File: src/rtl/ipsxe_floating_point_comp_stream_v2_0.sv
// Streaming IEEE-754 comparator: joins A/B/op AXI-Stream beats, evaluates the
// requested predicate and carries the result through an elastic pipeline.
module ipsxe_floating_point_comp_stream_v2_0 #(
  parameter int unsigned EXPONENT_LENTH = 8,
  parameter int unsigned MANTISSA_LENTH = 23,
  parameter int unsigned LATENCY        = 2,
  parameter int unsigned HAS_OP_CHANNEL = 1,
  parameter logic [2:0]  FIXED_OP       = 3'b111,
  parameter int unsigned FLUSH_DENORM   = 0
) (
  input  logic                                     i_clk,
  input  logic                                     i_rst,
  input  logic                                     i_aclken,
  input  logic                                     i_axis_a_tvalid,
  output logic                                     o_axis_a_tready,
  input  logic [EXPONENT_LENTH+MANTISSA_LENTH:0]   i_axis_a_tdata,
  input  logic                                     i_axis_a_tlast,
  input  logic                                     i_axis_b_tvalid,
  output logic                                     o_axis_b_tready,
  input  logic [EXPONENT_LENTH+MANTISSA_LENTH:0]   i_axis_b_tdata,
  input  logic                                     i_axis_operation_tvalid,
  output logic                                     o_axis_operation_tready,
  input  logic [2:0]                               i_axis_operation_tdata,
  output logic                                     o_axis_result_tvalid,
  input  logic                                     i_axis_result_tready,
  output logic [7:0]                               o_axis_result_tdata,
  output logic                                     o_axis_result_tuser,
  output logic                                     o_axis_result_tlast
);

  localparam int unsigned EW = EXPONENT_LENTH;
  localparam int unsigned MW = MANTISSA_LENTH;
  localparam int unsigned DW = 1 + EW + MW;
  localparam int unsigned PW = 6;  // {tlast, invalid, result[3:0]}
  localparam logic HAS_OP = (HAS_OP_CHANNEL != 0);
  localparam logic FLUSH  = (FLUSH_DENORM != 0);

  logic [LATENCY-1:0] vld_q, vld_d;
  logic [PW-1:0]      pay_q [LATENCY];
  logic [PW-1:0]      pay_d [LATENCY];
  logic [LATENCY-1:0] free;

  logic          a_sign, b_sign;
  logic [EW-1:0] a_exp, b_exp;
  logic [MW-1:0] a_mant, b_mant;
  logic          a_nan, b_nan, a_snan, b_snan, a_zero, b_zero;
  logic [DW-2:0] a_mag, b_mag;
  logic          unord, eq, lt_raw, lt, gt;
  logic [2:0]    op_sel;
  logic [3:0]    res_c;
  logic          inv_c;
  logic          all_valid, accept;

  assign a_sign = i_axis_a_tdata[DW-1];
  assign b_sign = i_axis_b_tdata[DW-1];
  assign a_exp  = i_axis_a_tdata[DW-2 -: EW];
  assign b_exp  = i_axis_b_tdata[DW-2 -: EW];
  assign a_mant = i_axis_a_tdata[MW-1:0];
  assign b_mant = i_axis_b_tdata[MW-1:0];

  // Operand classification and predicate evaluation for the beat being accepted
  always_comb begin
    a_nan  = (&a_exp) & (|a_mant);
    b_nan  = (&b_exp) & (|b_mant);
    a_snan = a_nan & ~a_mant[MW-1];
    b_snan = b_nan & ~b_mant[MW-1];
    a_zero = (a_exp == '0) & (~(|a_mant) | FLUSH);
    b_zero = (b_exp == '0) & (~(|b_mant) | FLUSH);
    // A flushed denormal must compare as a true zero magnitude
    a_mag  = a_zero ? '0 : {a_exp, a_mant};
    b_mag  = b_zero ? '0 : {b_exp, b_mant};
    unord  = a_nan | b_nan;
    eq     = ~unord & ((a_zero & b_zero) | (i_axis_a_tdata == i_axis_b_tdata));
    if (a_sign != b_sign) lt_raw = a_sign;
    else if (a_sign)      lt_raw = (a_mag > b_mag);
    else                  lt_raw = (a_mag < b_mag);
    lt     = ~unord & ~eq & lt_raw;
    gt     = ~unord & ~eq & ~lt_raw;
    op_sel = HAS_OP ? i_axis_operation_tdata : FIXED_OP;
    res_c  = 4'b0000;
    case (op_sel)
      3'b000:  res_c = {3'b000, unord};
      3'b001:  res_c = {3'b000, lt};
      3'b010:  res_c = {3'b000, eq};
      3'b011:  res_c = {3'b000, lt | eq};
      3'b100:  res_c = {3'b000, gt};
      3'b101:  res_c = {3'b000, ~eq};
      3'b110:  res_c = {3'b000, gt | eq};
      default: res_c = {unord, gt, lt, eq};
    endcase
    // Signalling NaNs always raise invalid; quiet NaNs only for ordered relations
    inv_c = a_snan | b_snan |
            (unord & ((op_sel == 3'b001) | (op_sel == 3'b011) |
                      (op_sel == 3'b100) | (op_sel == 3'b110)));
  end

  // Stage-free chain: a stage can load if it or any stage downstream can move
  always_comb begin
    logic f;
    f = ~vld_q[LATENCY-1] | i_axis_result_tready;
    free = '0;
    free[LATENCY-1] = f;
    for (int k = int'(LATENCY) - 2; k >= 0; k--) begin
      f = ~vld_q[k] | f;
      free[k] = f;
    end
  end

  assign all_valid = i_axis_a_tvalid & i_axis_b_tvalid & (i_axis_operation_tvalid | ~HAS_OP);
  assign accept    = all_valid & free[0] & i_aclken & ~i_rst;

  assign o_axis_a_tready         = accept;
  assign o_axis_b_tready         = accept;
  assign o_axis_operation_tready = HAS_OP ? accept : 1'b0;

  // Next-state of the elastic pipeline; everything holds while the clock enable is low
  always_comb begin
    vld_d = vld_q;
    pay_d = pay_q;
    if (i_aclken && free[0]) begin
      vld_d[0] = accept;
      pay_d[0] = {i_axis_a_tlast, inv_c, res_c};
    end
    for (int k = 1; k < int'(LATENCY); k++) begin
      if (i_aclken && free[k]) begin
        vld_d[k] = vld_q[k-1];
        pay_d[k] = pay_q[k-1];
      end
    end
  end

  // Pipeline registers with synchronous reset that discards in-flight beats
  always_ff @(posedge i_clk) begin
    if (i_rst) begin
      vld_q <= '0;
      pay_q <= '{default: '0};
    end else begin
      vld_q <= vld_d;
      pay_q <= pay_d;
    end
  end

  assign o_axis_result_tvalid = vld_q[LATENCY-1];
  assign o_axis_result_tdata  = {4'b0000, pay_q[LATENCY-1][3:0]};
  assign o_axis_result_tuser  = pay_q[LATENCY-1][4];
  assign o_axis_result_tlast  = pay_q[LATENCY-1][5];

endmodule
File: config.mk
export PLATFORM = sky130hd
export DESIGN_NAME = ipsxe_floating_point_comp_stream_v2_0
export DESIGN_NICKNAME = d
export VERILOG_FILES = /design/src/rtl/ipsxe_floating_point_comp_stream_v2_0.sv
export SDC_FILE = /design/constraint.sdc
export NUM_CORES = 1
export LEC_CHECK = 0
export CAP_MARGIN = 5
export CORE_UTILIZATION = 48
export DETAILED_ROUTE_END_ITERATION = 10
export GPL_TIMING_DRIVEN = 0
export PLACE_DENSITY_LB_ADDON = 0.12
export SYNTH_ARGS = -nofsm -noshare
export SYNTH_HDL_FRONTEND = slang
export SYNTH_SLANG_ARGS = --single-unit
export TNS_END_PERCENT = 50
File: constraint.sdc
create_clock -name i_clk -period 3.62 [get_ports i_clk]
set_input_delay 0.905 -clock i_clk [delete_from_list [all_inputs] [get_ports i_clk]]
set_output_delay 0.905 -clock i_clk [all_outputs]
set_load 0.03 [all_outputs]
## Word level (Yosys, flattened, before mapping)

Index checks and enable logic that the tools add are counted.
W data, S select, Z words.

- Register bits after elaboration: 14
- Word-level logic and storage cells: 66
- Output and inout bits: 14
- Input bits: 75

- Bitwise gates (word level): 38
- Muxes and demuxes: 5
- Order comparisons: 2
- Eq/ne operators: 8
- Reduce and logical (&&, ||, !) cells: 9

Operators with widths:

| kind | number |
|---|---|
| $mux W31 | 2 |
| $reduce_or A23 Y1 | 2 |
| $eq A32 B32 Y1 | 1 |
| $gt A31 B31 Y1 | 1 |
| $lt A31 B31 Y1 | 1 |
| $pmux W4 S7 | 1 |
| $and A1 B1 Y1 | 17 |
| $logic_not A8 Y1 | 2 |
| $reduce_and A8 Y1 | 2 |
| $or A1 B1 Y1 | 11 |
| $not A1 Y1 | 10 |
| $eq A3 B3 Y1 const B | 3 |
| $eq A3 B2 Y1 const B | 2 |
| $eq A3 B1 Y1 const B | 1 |
| $logic_not A3 Y1 | 1 |
| $logic_and A1 B1 Y1 | 2 |
| $mux W1 | 2 |
| $ne A1 B1 Y1 | 1 |

## Logic depth before layout (Yosys ltp)

- Depth after elaboration: 11
- Gate-level depth with buffers: 10
- Gate-level depth less buffers: 10

## Worst setup path before layout

Ideal clock, no wire load.

- Kind: input port to output port
- Start: input port i_axis_result_tready
- End: output port o_axis_b_tready
- Buffers on the path: 1
- Data required time: 2.715 ns
- Path slack: 0.574 ns
- Arrival time: 2.141 ns
- Stages: 5
- Cell sequence: o21ai_2 > o21a_1 > nor2_1 > and4_1 > buf_4

- Word-level cells in the longest chain between the ends: 5

Ends and longest elaborated chain:

| what | line | text |
|---|---|---|
| start, declared | 25 | `input logic i_axis_result_tready,` |
| $or A1 B1 Y1 | 100 | `f = ~vld_q[LATENCY-1] \| i_axis_result_tready;` |
| $or A1 B1 Y1 | 104 | `f = ~vld_q[k] \| f;` |
| $and A1 B1 Y1 (3 in series) | 110 | `assign accept = all_valid & free[0] & i_aclken & ~i_rst;` |
| end, declared | 19 | `output logic o_axis_b_tready,` |

No other way between the ends.

## Worst setup path after layout

- Start: input port i_axis_result_tready
- End: output port o_axis_operation_tready

- Word-level cells in the longest chain between the ends: 5

Ends and longest elaborated chain:

| what | line | text |
|---|---|---|
| $or A1 B1 Y1 | 100 |  |
| $or A1 B1 Y1 | 104 |  |
| $and A1 B1 Y1 (3 in series) | 110 |  |
| end, declared | 22 | `output logic o_axis_operation_tready,` |

No other way between the ends.

==> key figures <==
Status
  • Run status: finished clean

Synth
  • EDFF count, synth: 0
  • Yosys synthesis warning count: 0
  • Share of async-settable or async-resettable flops after synthesis: 0
  • Most instantiated flip-flop cell in the synthesis netlist: dfxtp_1
  • Cells taking the most area after synthesis: ha_1 18%, dfxtp_1 13%, xnor2_1 13%
  • Distinct cells, synth: 42
  • Share of the synthesized area in the top cell type: 0.178
  • Post-Synthesis Mean Instance Area: 7.22 um^2
  • Number of flip-flops and latches in the synthesized netlist: 14
  • Top-count cell post-synth: inv_1
  • Post-synthesis cell type with the largest combined area: ha_1
  • Share of the yosys chip area belonging to registers: 0.129
  • Number of cells produced by synthesis: 302
  • Post-synthesis instance area: 0.00218 mm^2
  • Commonest cells post-synth: 36 x inv_1, 32 x clkbuf_1, 32 x xnor2_1

Setup path
  • Startpoint of the worst-slack reg-to-reg timing path: vld_q[1]$_SDFFE_PP0P_
  • Element type at the critical path end: primary output
  • Count of buffering cells on the critical path with inverters included: 3
  • Required time of the worst setup path: 2710 ps
  • Worst path arrival time: 2490 ps
  • Cell Chain, Critical Path: clkdlybuf4s50_1, o21ai_4, o21a_2, nor2_4, and4_1, buf_4, clkdlybuf4s15_2
  • Critical Path Stages: 7
  • CP max-delay cell: clkdlybuf4s50_1
  • Peak per-stage delay on the critical path: 470 ps
  • Depth of the most critical reg-to-reg path: 7
  • Crit start category: input pin
  • CP Class: input pin to primary output
  • Crit path max fanout: 6
  • Launch point of the critical path: i_axis_result_tready
  • Family of cells with the greatest summed delay on the critical path: buffers and inverters

Timing
  • Final period util: 0.939
  • Final setup violation count: 0
  • Final Hold Violating Endpoints: 0
  • Pins over their slew limit: 0
  • FMAX: 0.294 GHz
  • Max-Slew Margin vs Limit: 0.579
  • RSZ-0062 raised after global routing: no
  • Minimum period implied by the final worst setup slack: 3400 ps
  • Worst hold margin: 460 ps
  • Clock skew after layout: 2.21 ps
  • Fin Setup TNS: 0 ps
  • Worst-margin pin slew: 624 ps

Layout
  • Layout Cells excl Fill: 445
  • Fraction of layout instances using a drive strength above 1: 0.0763
  • Finished Cell Area: 0.00316 mm^2
  • Final nets: 501
  • Count of fill cells added during filler insertion: 380
  • Antenna Cells: 0
  • Final core utilization: 0.726
  • Area added between synthesis and finish: 45.1%

Global route
  • Pin count of the biggest net entering global routing: 11
  • Global route total overflow: 0
  • Antenna violations before repair: 0
  • Wire length of the first global-routing pass: 9860 um
  • Number of global-route vias before repair: 2290
  • Total routing resource utilization after global routing: 0.245

Clocking
  • Number of clock sinks: 14
  • Quantity of hold-fixing buffers added after cts: 0
  • Clock network latency to the later pin of the worst-skew pair: 240 ps
  • Number of buffers inserted during clock tree synthesis: 3
  • # H-tree levels: 1
  • Clock root buffer: clkbuf_8
  • Clock Path Buffers: 2
  • CTS tree: yes
  • Clock transition at path regs: 50 ps

Drt
  • Total DRC errors in the routed layout: 0
  • Iter 0 DRT Violations: 113
  • Total vias in the final route: 2378
  • Detailed-route wire length: 5660 um
  • Post-detailed-route wirelength per cell: 12.7 um
  • Number of routed nets with antenna violations: 0
  • First-pass detailed-route iteration total: 4
  • Per-cell via count in the routed design: 5.34

Floorplanning
  • Boundary Pins: 89
  • Placement row count: 24
  • Height of the die: 69.4 um
  • Initial core utilization: 0.501
  • Die X: 69.4 um
  • Overall die area: 0.00481 mm^2
  • Std-Cell Core Area: 0.00435 mm^2

Worst hold path
  • HP Class: register to register
  • Cell depth of the worst hold path: 2
  • Hold path start: pay_q[7]$_SDFFE_PP0P_

Placement
  • Post-Place Cell Area: 0.00310 mm^2
  • Routability congestion estimate: 0.865
  • Number of input and output port buffers inserted: 84
  • Instance count after placement with tap cells included: 441
  • Detailed placer's ending HPWL: 4920 um

Pwr
  • Static leakage: 0.00131 uW
  • Power per cell area: 187 mW/mm^2
  • Max rail drop VDD: 130 uV

Run
  • Number of maximum-capacitance constraint violations: 0
-- worst min-delay path, stage by stage (launching register included) --
cell and delay, ps:
dfxtp_1 310, nand2_1 50, a21oi_1 50
-- cell usage in the layout (no fill, tap or decap), types with 8 or more instances in the layout --
cell type        synthesis  routed
clkdlybuf4s50_1          0      80
inv_1                   36      36
clkbuf_1                32      32
xnor2_1                 32      32
ha_1                    31      31
nand4_1                 21      21
nand2_1                 17      17
a21oi_1                 17      17
nor4_1                  17      17
nor2_1                  17      16
dfxtp_1                 14      14
buf_4                   10      12
o21ai_0                  8       8
-- stage by stage --
step | power (uW) | setup slack [ps]
after floorplan | 320 | 574
after global placement | 460 | -491
after detailed placement | 467 | -478
after CTS | 593 | -0.314
after global routing | 632 | 138
final | 592 | 222
-- registers in the layout, indices dropped and copies added (netlist names) --
signal / cells
o_axis_result_tdata: 4
o_axis_result_tlast: 1
o_axis_result_tuser: 1
pay_q: 6
vld_q: 2
-- area by class of cell --
class | instances | area [um^2] | area share
plain buffers | 42 | 195 | 0.0617
clock buffers | 3 | 41.3 | 0.0131
inverters | 36 | 135 | 0.0427
multi-input cells | 213 | 1600 | 0.505
flip-flops and latches | 14 | 280 | 0.0886
well taps | 52 | 65.1 | 0.0206
repair buffers | 85 | 850 | 0.269
-- metal layers --
layer / vias up / share of wire / track usage
met4: 0 / 0.011 / 0.0544
met1: 1072 / 0.44 / 0.323
li1: 1213 / - / -
met5: - / 0 / 0
met3: 9 / 0.072 / 0.0349
met2: 84 / 0.48 / 0.422
-- kinds of logic after synthesis --
family	share of synthesized area
and+or+nand+nor	0.234
buffers and inverters	0.152
AOI/OAI and AO/OA	0.145
xor gates and xnor gates	0.129
adders and majority gates	0.178
DFF	0.129
muxes	0.0321
other	0.00172
-- timing repair --
action / CTS / global route
endpoints found under the setup margin: 3 / 3
setup buffers: 1 / 0
resized for setup: 9 / 4
pin swaps: 1 / 0
-- power breakdown --
part	internal [uW]	switching, uW	total [uW]
Clock	73.5	50.2	124
Combinational	162	144	306
Sequential	159	2.84	162
Total	395	197	592
-- path summary, 6_finish.rpt --
kind,slack [ps],to
worst min register to register,460,pay_q[7]$_SDFFE_PP0P_
worst max-delay path,220,o_axis_operation_tready
worst min-delay path,460,pay_q[7]$_SDFFE_PP0P_
worst max register to register,2080,pay_q[8]$_SDFFE_PP0P_
Power figures use the tool's default switching activity.
